### src/rtl/rpn_stack_engine.sv
// rtl/rpn_stack_engine.sv - RPN command engine driving a LIFO as its only master.
// Each accepted command expands into LIFO pops/pushes; results and errors are one-cycle pulses.
module rpn_stack_engine #(
  parameter int data_width = 8,
  parameter int addr_width = 4
) (
  input  logic                  clk,
  input  logic                  reset,
  input  logic                  cmd_valid,
  output logic                  cmd_ready,
  input  logic [2:0]            cmd_op,
  input  logic [data_width-1:0] cmd_operand,
  output logic                  push,
  output logic                  pop,
  output logic [data_width-1:0] w_data,
  input  logic [data_width-1:0] r_data,
  input  logic                  empty,
  input  logic                  full,
  output logic                  res_valid,
  output logic [data_width-1:0] res_data,
  output logic                  err,
  output logic [addr_width:0]   depth
);

  localparam logic [2:0] OP_PUSH = 3'd0;
  localparam logic [2:0] OP_ADD  = 3'd1;
  localparam logic [2:0] OP_SUB  = 3'd2;
  localparam logic [2:0] OP_AND  = 3'd3;
  localparam logic [2:0] OP_XOR  = 3'd4;
  localparam logic [2:0] OP_DUP  = 3'd5;
  localparam logic [2:0] OP_DROP = 3'd6;

  localparam logic [addr_width:0] CAP = {1'b1, {addr_width{1'b0}}};

  typedef enum logic [2:0] {
    IDLE, POP_A, POP_B, PUSH_R, DO_PUSH, DO_DROP, DO_PEEK, ERR
  } state_t;

  state_t                r_state;
  state_t                w_next;
  logic [2:0]            r_op;
  logic [data_width-1:0] r_operand;
  logic [data_width-1:0] r_a;
  logic [data_width-1:0] r_b;
  logic [addr_width:0]   r_depth;
  logic [data_width-1:0] w_result;
  logic                  w_room;
  logic                  w_has1;
  logic                  w_has2;

  assign w_room = (r_depth < CAP) && !full;
  assign w_has1 = (r_depth != '0) && !empty;
  assign w_has2 = r_depth >= (addr_width+1)'(2);
  assign depth  = r_depth;

  always_ff @(posedge clk or posedge reset) begin
    if (reset) begin
      r_state   <= IDLE;
      r_op      <= '0;
      r_operand <= '0;
      r_a       <= '0;
      r_b       <= '0;
      r_depth   <= '0;
    end else begin
      r_state <= w_next;
      if (r_state == IDLE && cmd_valid) begin
        r_op      <= cmd_op;
        r_operand <= cmd_operand;
      end
      // DUP reuses the peek read cycle to capture the top into a
      if (r_state == POP_A || (r_state == DO_PEEK && r_op == OP_DUP))
        r_a <= r_data;
      if (r_state == POP_B)
        r_b <= r_data;
      if (push)
        r_depth <= r_depth + 1'b1;
      else if (pop)
        r_depth <= r_depth - 1'b1;
    end
  end

  always_comb begin
    w_result = r_a;
    case (r_op)
      OP_ADD:  w_result = r_b + r_a;
      OP_SUB:  w_result = r_b - r_a;
      OP_AND:  w_result = r_b & r_a;
      OP_XOR:  w_result = r_b ^ r_a;
      default: w_result = r_a;
    endcase
  end

  always_comb begin
    w_next = IDLE;
    case (r_state)
      IDLE: begin
        if (cmd_valid) begin
          case (cmd_op)
            OP_PUSH:                        w_next = w_room ? DO_PUSH : ERR;
            OP_ADD, OP_SUB, OP_AND, OP_XOR: w_next = w_has2 ? POP_A : ERR;
            OP_DUP:                         w_next = (w_has1 && w_room) ? DO_PEEK : ERR;
            OP_DROP:                        w_next = w_has1 ? DO_DROP : ERR;
            default:                        w_next = w_has1 ? DO_PEEK : ERR;
          endcase
        end
      end
      POP_A:   w_next = POP_B;
      POP_B:   w_next = PUSH_R;
      DO_PEEK: w_next = (r_op == OP_DUP) ? PUSH_R : IDLE;
      default: w_next = IDLE;
    endcase
  end

  always_comb begin
    cmd_ready = 1'b0;
    push      = 1'b0;
    pop       = 1'b0;
    w_data    = '0;
    res_valid = 1'b0;
    res_data  = '0;
    err       = 1'b0;
    case (r_state)
      IDLE:    cmd_ready = 1'b1;
      POP_A,
      POP_B:   pop = 1'b1;
      DO_PUSH: begin
        push      = 1'b1;
        w_data    = r_operand;
        res_valid = 1'b1;
        res_data  = r_operand;
      end
      PUSH_R: begin
        push      = 1'b1;
        w_data    = w_result;
        res_valid = 1'b1;
        res_data  = w_result;
      end
      DO_DROP: begin
        pop       = 1'b1;
        res_valid = 1'b1;
        res_data  = r_data;
      end
      DO_PEEK: begin
        if (r_op != OP_DUP) begin
          res_valid = 1'b1;
          res_data  = r_data;
        end
      end
      ERR:     err = 1'b1;
      default: ;
    endcase
  end

endmodule
### config.mk
export PLATFORM = sky130hd
export DESIGN_NAME = rpn_stack_engine
export DESIGN_NICKNAME = d
export VERILOG_FILES = /design/src/rtl/rpn_stack_engine.sv
export SDC_FILE = /design/constraint.sdc
export NUM_CORES = 1
export LEC_CHECK = 0
export CAP_MARGIN = 10
export CORE_MARGIN = 1.5
export CORE_UTILIZATION = 55
export CTS_CLUSTER_SIZE = 12
export DETAILED_ROUTE_END_ITERATION = 12
export PLACE_DENSITY = 0.89
export SYNTH_ARGS = -nofsm -noshare
export SYNTH_HDL_FRONTEND = slang
export SYNTH_SLANG_ARGS = --single-unit
export TNS_END_PERCENT = 10
### constraint.sdc
create_clock -name clk -period 8.5 [get_ports clk]
set_clock_uncertainty 0.15 [all_clocks]
set_input_delay 2.55 -clock clk [delete_from_list [all_inputs] [get_ports clk]]
set_output_delay 2.55 -clock clk [all_outputs]
set_load 0.01 [all_outputs]
==> metrics.txt <==
via count=2540; setup violators final=0; initial antenna violation count=0; #FFs+latches synth=35; Max-cap violations=0; # resized after CTS=0; Syn Std Cell Area=2760 um2; fin cells=430; Synth async-reset ratio=1.00; Core Box Area=4790 um2; antenna-violating nets left=0; TritonCTS buffer count=5; RSZ-0062 raised after global routing=false; die area=5440 um2; Ant. Diodes=0; Post-synth EDFFs=0; Slew headroom=0.294; num rows=25; Arr. time, crit path=3.96 ns; Netlist cell types=51; Hold Path Class=register to register; fin nets=407; largest net degree at the start of global routing=36; Area growth syn-to-layout=21.4%; PwrDens=476 nW/um2; final wirelength=7.49 mm; Tmin final=6.66 ns; Reg clk slew, reported paths=0.07 ns; detailed placement HPWL=5.51 mm; status=completed; clk sink count=35; Syn. warnings=0; Die Y=73.8 um; Fin Setup TNS=0 ns; layout cell share with drive strength beyond 1=0.0826; vias per cell=5.91; WS Path Type=input pin to output port; syn_nets=364; Hold WS=0.326 ns; Post-route DRC=0; worst skew pair latency=0.29 ns; Routed WL per cell=17.4 um; CP Capture Type=output port; PortBufs=49; part of the Yosys area used for sequential elements=0.318; Worst setup SP type=input pin; initial DRC count=217; first-pass GRT wire length=12.2 mm; hold buffers post-CTS=0; Initial Util=0.576; final hold vios=0; Chip Width=73.8 um; H-tree levels=2; final core occ=0.699; gr ovfl total=0; fmax=150 MHz; fin. max-slew vios=0; router iterations before antenna repair=4; vias in the first global route=2461; Setup Fix Bufs, Post-CTS=0; deepest clock path buffer count=2; gpl congestion=0.919; TritonCTS clock tree=done; ys flop type=dfrtp_1; final period utilization=0.783; Avg Inst Size Synth=8.64 um2; Worst Tran Pin Value=1.06 ns; Max FO, Critical Path=3; Global Route Usage Sum=0.298; number of I/O pins=50; CTS root buffer=clkbuf_8; Crit path required time=5.80 ns; Pleak=1.49 nW; peak supply drop=0.281 mV; Gate Count Post-Synth=319; Inst Count DP=422
worst paths after layout:
path,start,end,slack [ns],cells past startpoint
max reg2reg,r_state[2],depth[4],5.80,7
min,r_operand[0],r_operand[0],0.33,2
min reg2reg,r_operand[0],r_operand[0],0.33,2
min in group asynchronous,reset,r_operand[2],2.51,3
max in group asynchronous,reset,r_state[1],5.35,3
max,r_data[1],res_data[1],1.84,4
worst max-delay path: stages:
cell and delay, ns:
clkdlybuf4s50_1 0.50, a222oi_1 0.33, inv_1 0.08, clkdlybuf4s50_1 0.49
logic make-up (layout without fill, tap and decap cells):
logic type / Yosys count / count (layout) / share of synthesized area
flip-flops: 35 / 35 / 0.318
adder cells (fa/ha/maj): 21 / 21 / 0.101
multiplexers: 16 / 16 / 0.0645
XOR/XNOR: 13 / 13 / 0.0440
buffers and inverters: 29 / 73 / 0.0554
AO/OA/AOI/OAI: 82 / 82 / 0.193
AND/OR/NAND/NOR: 123 / 123 / 0.225
report_power, final:
| group | total (mW) | switching [mW] | internal [mW] |
|---|---|---|---|
| Clock | 0.137 | 0.0631 | 0.0740 |
| Combinational | 1.06 | 0.553 | 0.507 |
| Sequential | 0.396 | 0.145 | 0.251 |
registers in the layout (all words and copies together) (netlist names):
signal and count:
r_operand 8, depth 5, r_a 8, r_b 8
r_state 3, r_op 3
cell type report:
| type | count | area (um2) |
|---|---|---|
| Multi-Input combinational cell | 255 | 1730 |
| Timing Repair Buffer | 51 | 505 |
| Tap cell | 67 | 83.8 |
| Fill cell | 379 | 1440 |
| Inverter | 14 | 52.6 |
| Sequential cell | 35 | 876 |
| Clock buffer | 8 | 100 |
cells in the final DEF, fill, tap and decap left out, types with 3 or more instances in the layout:
cell / n
inv_1: 14
a21o_1: 7
clkbuf_8: 7
xnor2_1: 10
dfrtp_1: 35
nor3_1: 7
and2_1: 5
nand4_1: 3
o21a_1: 4
clkdlybuf4s50_1: 49
nor2_1: 12
mux2_2: 14
ha_1: 19
nand3_1: 7
o21ai_0: 24
a21oi_1: 22
a31oi_1: 4
nand2b_1: 8
o221ai_1: 4
nand2_1: 62
and3b_1: 5
routing by layer:
metal  vias to the layer above  share of wire  global-route usage
met3                        12          0.062              0.0617
met1                      1230           0.45               0.417
met4                         0          0.017               0.105
li1                       1211              -                   -
met5                         -              0                   0
met2                        87           0.47               0.455
per-stage QoR:
stage               power [mW]  area (um2)  setup WS (ns)
floorplan                 1.11        2760           2.91
global placement          1.40        3250           1.93
global route              1.72        3350           1.71
detailed placement        1.43        3250           1.88
finish                    1.59        3350           1.84
CTS                       1.58        3350           1.86
synthesized netlist by cell type (all sizes together) (2+ instances only):
cell type	number	area [um2]
nand2	63	244
dfrtp	35	876
o21ai	24	120
a21oi	22	110
ha	19	238
buf	14	96.3
inv	14	52.6
mux2	14	158
nor2	13	51.3
xnor2	11	104
nand2b	8	50.1
a21o	7	52.6
nand3	7	35.0
nor3	7	35.0
and2	5	31.3
and3b	5	43.8
a31oi	4	25.0
o21a	4	30.0
o221ai	4	35.0
nand4	3	18.8
nor2b	3	26.3
nor3b	3	33.8
a211o	2	17.5
a211oi	2	15.0
fa	2	40.0
mux2i	2	20.0
o211ai	2	15.0
o22a	2	17.5
o22ai	2	12.5
xor2	2	17.5
Power figures use the tool's default switching activity.
